## src/rtl/mul_pkg.sv

```systemverilog
// rtl/mul_pkg.sv - shared op encodings, latency default and result selection for the multiply issue controller
package mul_pkg;

    localparam int XLEN        = 32;
    localparam int MUL_LAT_DEF = 5;

    typedef enum logic [1:0] {
        OP_MUL    = 2'b00,
        OP_MULH   = 2'b01,
        OP_MULHSU = 2'b10,
        OP_MULHU  = 2'b11
    } mul_op_e;

    // MULHSU runs on the unsigned multiplier; a negative rs1 needs b removed from the high word.
    function automatic logic [XLEN-1:0] mul_select(
        input mul_op_e           op,
        input logic [2*XLEN-1:0] r,
        input logic              a_sign,
        input logic [XLEN-1:0]   b
    );
        logic [XLEN-1:0] hi;
        logic [XLEN-1:0] res;
        hi = r[2*XLEN-1:XLEN];
        case (op)
            OP_MUL:    res = r[XLEN-1:0];
            OP_MULHSU: res = hi - (a_sign ? b : '0);
            default:   res = hi;
        endcase
        return res;
    endfunction

endpackage

```

## src/rtl/mul_issue_ctrl_if.sv

```systemverilog
// rtl/mul_issue_ctrl_if.sv - request, multiplier and result signal bundle for mul_issue_ctrl
interface mul_issue_ctrl_if #(
    parameter int DATA_WIDH = 32,
    parameter int TAG_W     = 5
);

    logic                   in_valid;
    logic                   in_ready;
    logic [1:0]             in_op;
    logic [DATA_WIDH-1:0]   in_a;
    logic [DATA_WIDH-1:0]   in_b;
    logic [TAG_W-1:0]       in_tag;
    logic                   flush;
    logic [DATA_WIDH-1:0]   mul_a;
    logic [DATA_WIDH-1:0]   mul_b;
    logic                   mul_is_unsigned;
    logic [2*DATA_WIDH-1:0] mul_r;
    logic                   out_valid;
    logic                   out_ready;
    logic [DATA_WIDH-1:0]   out_data;
    logic [TAG_W-1:0]       out_tag;

    modport slave (
        input  in_valid, in_op, in_a, in_b, in_tag, flush, mul_r, out_ready,
        output in_ready, mul_a, mul_b, mul_is_unsigned, out_valid, out_data, out_tag
    );

    modport master (
        output in_valid, in_op, in_a, in_b, in_tag, flush, mul_r, out_ready,
        input  in_ready, mul_a, mul_b, mul_is_unsigned, out_valid, out_data, out_tag
    );

endinterface

```

## src/rtl/mul_res_fifo.sv

```systemverilog
// rtl/mul_res_fifo.sv - synchronous result buffer with clear; read data reads as zero while empty
module mul_res_fifo #(
    parameter int WIDTH = 37,
    parameter int DEPTH = 8
) (
    input  logic             clk,
    input  logic             rst,
    input  logic             clr,
    input  logic             wr_en,
    input  logic [WIDTH-1:0] wr_data,
    input  logic             rd_en,
    output logic [WIDTH-1:0] rd_data,
    output logic             empty
);

    localparam int PTR_W = (DEPTH > 1) ? $clog2(DEPTH) : 1;
    localparam int CNT_W = $clog2(DEPTH + 1);

    logic [WIDTH-1:0] mem [DEPTH];
    logic [PTR_W-1:0] wr_ptr;
    logic [PTR_W-1:0] rd_ptr;
    logic [CNT_W-1:0] count;
    logic             full;
    logic             do_wr;
    logic             do_rd;

    assign empty = (count == '0);
    assign full  = (count == CNT_W'(DEPTH));
    assign do_rd = rd_en && !empty;
    // A write into a full buffer is fine when the head leaves in the same cycle.
    assign do_wr = wr_en && (!full || do_rd);

    assign rd_data = empty ? '0 : mem[rd_ptr];

    function automatic logic [PTR_W-1:0] ptr_inc(input logic [PTR_W-1:0] p);
        return (p == PTR_W'(DEPTH - 1)) ? '0 : p + PTR_W'(1);
    endfunction

    always_ff @(posedge clk) begin
        if (do_wr) begin
            mem[wr_ptr] <= wr_data;
        end
    end

    always_ff @(posedge clk) begin
        if (rst || clr) begin
            wr_ptr <= '0;
            rd_ptr <= '0;
            count  <= '0;
        end else begin
            if (do_wr) begin
                wr_ptr <= ptr_inc(wr_ptr);
            end
            if (do_rd) begin
                rd_ptr <= ptr_inc(rd_ptr);
            end
            if (do_wr && !do_rd) begin
                count <= count + CNT_W'(1);
            end else if (!do_wr && do_rd) begin
                count <= count - CNT_W'(1);
            end
        end
    end

endmodule

```

## src/rtl/mul_issue_ctrl.sv

```systemverilog
// rtl/mul_issue_ctrl.sv - multiply issue/retire controller around an external pipelined multiplier (option: MUL_ISSUE_PERF_EN)
module mul_issue_ctrl
    import mul_pkg::*;
#(
    parameter int DATA_WIDH    = XLEN,
    parameter int MUL_LAT      = MUL_LAT_DEF,
    parameter int TAG_W        = 5,
    parameter int RESULT_DEPTH = 8
) (
    input  logic            clk,
    input  logic            rst,
    mul_issue_ctrl_if.slave bus
`ifdef MUL_ISSUE_PERF_EN
    ,
    output logic [31:0]     perf_done_cnt,
    output logic [31:0]     perf_full_cnt
`endif
);

    localparam int CNT_W = $clog2(RESULT_DEPTH + 1);
    localparam int ENT_W = TAG_W + DATA_WIDH;

    typedef struct packed {
        logic                 valid;
        mul_op_e              op;
        logic [TAG_W-1:0]     tag;
        logic [DATA_WIDH-1:0] b;
        logic                 a_sign;
    } track_t;

    track_t               track [MUL_LAT];
    track_t               head;
    logic [CNT_W-1:0]     outstanding;
    logic                 accept;
    logic                 pop;
    logic                 res_wr;
    logic [DATA_WIDH-1:0] res_data;
    logic [ENT_W-1:0]     fifo_rd;
    logic                 fifo_empty;

    assign bus.mul_a           = bus.in_a;
    assign bus.mul_b           = bus.in_b;
    assign bus.mul_is_unsigned = (mul_op_e'(bus.in_op) != OP_MULH);

    // Outstanding covers both in-flight and buffered ops, so the buffer can never overflow.
    assign bus.in_ready = (outstanding < CNT_W'(RESULT_DEPTH)) && !bus.flush;
    assign accept       = bus.in_valid && bus.in_ready;
    assign pop          = bus.out_valid && bus.out_ready;

    assign head     = track[MUL_LAT-1];
    assign res_wr   = head.valid && !bus.flush;
    assign res_data = mul_select(head.op, bus.mul_r, head.a_sign, head.b);

    always_ff @(posedge clk) begin
        if (rst || bus.flush) begin
            for (int i = 0; i < MUL_LAT; i++) begin
                track[i].valid <= 1'b0;
            end
        end else begin
            track[0] <= '{valid:  accept,
                          op:     mul_op_e'(bus.in_op),
                          tag:    bus.in_tag,
                          b:      bus.in_b,
                          a_sign: bus.in_a[DATA_WIDH-1]};
            for (int i = 1; i < MUL_LAT; i++) begin
                track[i] <= track[i-1];
            end
        end
    end

    always_ff @(posedge clk) begin
        if (rst || bus.flush) begin
            outstanding <= '0;
        end else if (accept && !pop) begin
            outstanding <= outstanding + CNT_W'(1);
        end else if (!accept && pop) begin
            outstanding <= outstanding - CNT_W'(1);
        end
    end

    mul_res_fifo #(
        .WIDTH (ENT_W),
        .DEPTH (RESULT_DEPTH)
    ) u_res_fifo (
        .clk     (clk),
        .rst     (rst),
        .clr     (bus.flush),
        .wr_en   (res_wr),
        .wr_data ({head.tag, res_data}),
        .rd_en   (pop),
        .rd_data (fifo_rd),
        .empty   (fifo_empty)
    );

    assign bus.out_valid              = !fifo_empty;
    assign {bus.out_tag, bus.out_data} = fifo_rd;

`ifdef MUL_ISSUE_PERF_EN
    always_ff @(posedge clk) begin
        if (rst) begin
            perf_done_cnt <= '0;
            perf_full_cnt <= '0;
        end else begin
            if (pop) begin
                perf_done_cnt <= perf_done_cnt + 32'd1;
            end
            if (bus.in_valid && !bus.in_ready) begin
                perf_full_cnt <= perf_full_cnt + 32'd1;
            end
        end
    end
`endif

endmodule

```

## src/flat_wrapper.sv

```systemverilog
// flat-port wrapper written by rule: the top's interface ports become plain ports
module mul_issue_ctrl_flat import mul_pkg::*;
#(
    parameter int DATA_WIDH    = XLEN,
    parameter int MUL_LAT      = MUL_LAT_DEF,
    parameter int TAG_W        = 5,
    parameter int RESULT_DEPTH = 8
)
  (clk, rst, bus_in_valid, bus_in_op, bus_in_a, bus_in_b, bus_in_tag, bus_flush, bus_mul_r, bus_out_ready, bus_in_ready, bus_mul_a, bus_mul_b, bus_mul_is_unsigned, bus_out_valid, bus_out_data, bus_out_tag);
  mul_issue_ctrl_if #(.DATA_WIDH(DATA_WIDH), .TAG_W(TAG_W)) bus_i ();
  input  logic clk;
  input  logic rst;
  input wire logic [$bits(bus_i.in_valid)-1:0] bus_in_valid;
  input wire logic [$bits(bus_i.in_op)-1:0] bus_in_op;
  input wire logic [$bits(bus_i.in_a)-1:0] bus_in_a;
  input wire logic [$bits(bus_i.in_b)-1:0] bus_in_b;
  input wire logic [$bits(bus_i.in_tag)-1:0] bus_in_tag;
  input wire logic [$bits(bus_i.flush)-1:0] bus_flush;
  input wire logic [$bits(bus_i.mul_r)-1:0] bus_mul_r;
  input wire logic [$bits(bus_i.out_ready)-1:0] bus_out_ready;
  output wire logic [$bits(bus_i.in_ready)-1:0] bus_in_ready;
  output wire logic [$bits(bus_i.mul_a)-1:0] bus_mul_a;
  output wire logic [$bits(bus_i.mul_b)-1:0] bus_mul_b;
  output wire logic [$bits(bus_i.mul_is_unsigned)-1:0] bus_mul_is_unsigned;
  output wire logic [$bits(bus_i.out_valid)-1:0] bus_out_valid;
  output wire logic [$bits(bus_i.out_data)-1:0] bus_out_data;
  output wire logic [$bits(bus_i.out_tag)-1:0] bus_out_tag;
  assign bus_i.in_valid = bus_in_valid;
  assign bus_i.in_op = bus_in_op;
  assign bus_i.in_a = bus_in_a;
  assign bus_i.in_b = bus_in_b;
  assign bus_i.in_tag = bus_in_tag;
  assign bus_i.flush = bus_flush;
  assign bus_i.mul_r = bus_mul_r;
  assign bus_i.out_ready = bus_out_ready;
  assign bus_in_ready = bus_i.in_ready;
  assign bus_mul_a = bus_i.mul_a;
  assign bus_mul_b = bus_i.mul_b;
  assign bus_mul_is_unsigned = bus_i.mul_is_unsigned;
  assign bus_out_valid = bus_i.out_valid;
  assign bus_out_data = bus_i.out_data;
  assign bus_out_tag = bus_i.out_tag;
  mul_issue_ctrl #(.DATA_WIDH(DATA_WIDH), .MUL_LAT(MUL_LAT), .TAG_W(TAG_W), .RESULT_DEPTH(RESULT_DEPTH)) u_core (.clk(clk), .rst(rst), .bus(bus_i));
endmodule
```

## config.mk

```make
export PLATFORM = sky130hd
export DESIGN_NAME = mul_issue_ctrl_flat
export DESIGN_NICKNAME = d
export VERILOG_FILES = /design/src/rtl/mul_pkg.sv /design/src/rtl/mul_issue_ctrl_if.sv /design/src/rtl/mul_res_fifo.sv /design/src/rtl/mul_issue_ctrl.sv /design/src/flat_wrapper.sv
export SDC_FILE = /design/constraint.sdc
export NUM_CORES = 1
export LEC_CHECK = 0
export ABC_AREA = 1
export CORE_UTILIZATION = 50
export CTS_CLUSTER_DIAMETER = 100
export CTS_CLUSTER_SIZE = 20
export DETAILED_ROUTE_END_ITERATION = 7
export PLACE_DENSITY = 0.71
export SETUP_SLACK_MARGIN = 0.1
export SLEW_MARGIN = 25
export SYNTH_ARGS = -nofsm -noshare
export SYNTH_HDL_FRONTEND = slang
export SYNTH_HIERARCHICAL = 1
export SYNTH_SLANG_ARGS = --single-unit
```

## constraint.sdc

```tcl
create_clock -name clk -period 16.3 [get_ports clk]
set_input_delay 3.26 -clock clk [delete_from_list [all_inputs] [get_ports clk]]
set_output_delay 3.26 -clock clk [all_outputs]
set_load 0.005 [all_outputs]
```

==> results.tsv <==
metric	value	unit
dpl hpwl	33.6	mm
ys async rst share	0	%
Synth Area per Inst	9.26	um^2
Area Overhead vs Synth	10.8	%
Worst-Skew Late Latency	0.61	ns
Clock Sinks	518	
Ys Warns	6	
Top Family by Delay on Critical Path	buffers and inverters	
GR Util All Layers	20.7	%
CTS buffer count	29	
Initial Util	50.9	%
post-route ant nets	0	
status	completed	
Total Nets Final	2962	
gr ovfl total	0	
fillcell total	4210	
initial antenna violation count	3	
Gate Count Post-Synth	2701	
Total Neg Setup Slack	0	ns
most frequent CP cell	clkdlybuf4s50_1	
DRC errors left	0	
RSZ-0062 raised after global routing	no	
H-tree depth	1	
Leakage	12.1	nW
vias per cell	4.84	
hold crit path type	flip-flop to flip-flop	
WP data arrival	4.45	ns
die area	50900	um^2
Root Buffer	clkbuf_16	
critical path endpoint category	output port	
Boundary Pins	244	
Synth Register Bits	518	
Post-synth EDFFs	496	
syn_nets	2890	
Compound-Gate Fraction of Synth Area	2.26	%
final instance area	27700	um^2
Adder-Cell Fraction of Synth Area	2.54	%
die height	226	um
Max Cap Violations	0	
Buf/Inv on CP	2	
clk_skew	0.0284	ns
number of global-route vias before repair	15900	
CORE AREA	49200	um^2
routed vias	16700	
slowest stage delay, CP	0.53	ns
sequential fraction of the synthesis area	61.3	%
type of origin of the critical path	primary input	
Simple-Gate Fraction of Synth Area	22.1	%
final hold violation count	0	
Slew Viols, Final	0	
fraction of layout cells with a size suffix above 1	3.72	%
pwr dens	87.6	nW/um^2
Fmax	0.130	GHz
First DRT Iteration DRCs	1096	
CTS tree	yes	
Slew @ Worst Pin	0.994	ns
largest net degree at the start of global routing	107	
main flop type after synthesis	edfxtp_1	
Reg area	15300	um^2
Avg WL per Cell	15.1	um
Post-CTS Resized	0	
Critical Path RT	13.04	ns
setup violation total in the final timing report	0	
Tcrit/Tclk final	47.3	%
mux cell area share after synthesis	0	%
XOR/XNOR Fraction of Synth Area	0.175	%
relative slew slack	33.8	%
critical setup path kind	primary input to output port	
Die Width	226	um
Multi-input gate area	6840	um^2
number of buffers added on ports	181	
1st-pass router iterations	5	
# Post-CTS Setup Buffers	0	
VDD IR max	0.0718	mV
main combinational cell family by area after synthesis	simple AND/OR/NAND/NOR gates	
RD Place Congestion	0.889	
first-pass GRT wire length	82.0	mm
slowest stage cell, crit path	clkdlybuf4s50_1	
Tmin final	7.71	ns
Cell variety after synth	38	
drt total wl	52.4	mm
Hold Buf Count CTS	0	
clock buffer depth	3	
Post-Synthesis Cell Area	25000	um^2
worst path cell trace	clkdlybuf4s50_1, nor2_1, clkdlybuf4s50_1	
Worst-path clk slew	0.08	ns
# rows	81	
worst-path fanout max	6	
placed cell area	26800	um^2
==> worst register-to-register path, cell delays in order (launching register included) <==
cell and delay, ns:
dfxtp_1 0.42, nor2_1 0.10, nand3_1 0.07, buf_4 0.52
inv_1 0.09, inv_1 0.09, nand2_1 0.09, inv_1 0.13
nor2_1 0.06, nand3_1 0.13, nand2_1 0.13, or2_2 0.40
nor2_4 0.10, buf_4 0.54
==> path summary, 6_finish.rpt <==
check                                               start                                     end  slack, ns  cells after the start
hold reg to reg           u_core/track[0][163]$_SDFF_PP0_         u_core/track[0][204]$_SDFF_PP0_       0.42                      2
setup / recovery                                bus_flush                            bus_in_ready       8.59                      3
hold / removal            u_core/track[0][163]$_SDFF_PP0_         u_core/track[0][204]$_SDFF_PP0_       0.42                      2
setup reg to reg  u_core/u_res_fifo/count[0]$_SDFFE_PP0P_  u_core/u_res_fifo/mem[4][24]$_DFFE_PP_      13.02                     13
==> where the power goes <==
part	internal [W]	switching, W	leakage, nW
combinational	0.0000709	0.000120	6.97
sequential	0.00149	0.00000682	4.75
clock	0.000344	0.000399	0.402
==> state kept, by name (all words and copies together) (netlist names), named ones only <==
| signal | flops |
|---|---|
| u_core/u_res_fifo/mem | 296 |
| u_core/track | 205 |
| u_core/outstanding | 4 |
| u_core/u_res_fifo/count | 4 |
| u_core/u_res_fifo/rd_ptr | 3 |
| u_core/u_res_fifo/wr_ptr | 3 |
==> synthesized netlist by cell type (14+ instances only) <==
library cell	count	share of area, %
nand2_1	830	12
edfxtp_1	496	60
inv_1	495	7.4
nor2_1	339	5.1
nand3_1	164	3.3
buf_4	67	2.0
buf_2	51	1.0
ha_1	46	2.3
a21oi_1	41	0.82
a22oi_1	26	0.78
dfxtp_1	22	1.8
clkbuf_1	21	0.32
o21ai_0	19	0.38
buf_6	14	0.63
==> metal layers <==
metal / routed length (um) / vias to the layer above / GRT usage (%) / part of all wire, %
li1: - / 8488 / - / -
met1: 22200 / 7731 / 26.7 / 42
met2: 26000 / 453 / 36.6 / 50
met3: 3050 / 72 / 3.17 / 5.8
met4: 1180 / 4 / 4.85 / 2.3
met5: 25 / - / 0 / 0.048
==> cell families (layout without fill, tap and decap cells) <==
family                   Yosys count  count (layout)
AND/OR/NAND/NOR                 1375            1375
buffers and inverters            660             755
XOR/XNOR                           5               5
adder cells (fa/ha/maj)           49              49
AO/OA/AOI/OAI                     94              94
flip-flops                       518             518
other                              0               1
==> layout make-up <==
type	instances	area share, %
diodes	1	0.00903
clock buffers	53	2.98
clock inverters	1	0.0722
inverters	500	6.80
multi-input cells	1523	24.7
flip-flops and latches	518	55.4
well taps	664	3.00
repair buffers	201	7.13
==> stage by stage <==
stage	instances	power, W	hold WS, ns	setup WS, ns	utilization, %
6_report	3461	0.00243	0.418	8.59	56.4
5_1_grt	3461	0.00252	0.433	8.50	56.4
4_1_cts	3459	0.00245	0.417	8.59	56.3
3_5_place_dp	3405	0.00172	0.405	8.59	54.6
3_3_place_gp	3405	0.00171	0.396	8.61	54.6
2_1_floorplan	2701	0.00165	0.394	3.30	-
==> placed cells by master (no fill, tap or decap), types with 2 or more instances in the layout <==
master	synthesis	final
nand2_1	830	830
nor3_2	2	2
inv_2	4	3
nor3_1	3	3
dfxtp_4	0	2
xor2_1	4	4
dfxtp_1	22	19
o21bai_1	3	3
nand3b_1	4	4
buf_4	67	17
clkbuf_16	0	29
nand2_2	12	12
nor2_1	339	329
nor2_4	1	10
nor2_2	6	7
o21ai_1	1	2
fa_1	3	3
ha_1	46	46
clkdlybuf4s50_1	0	181
or2_2	3	3
buf_6	14	2
inv_1	495	494
nand3_1	164	164
clkbuf_1	21	23
nand3_2	6	6
nand4_1	3	3
edfxtp_1	496	496
o21ai_0	19	18
a21oi_1	41	41
a22oi_1	26	26
No activity file was read; power rests on OpenSTA's default activity.
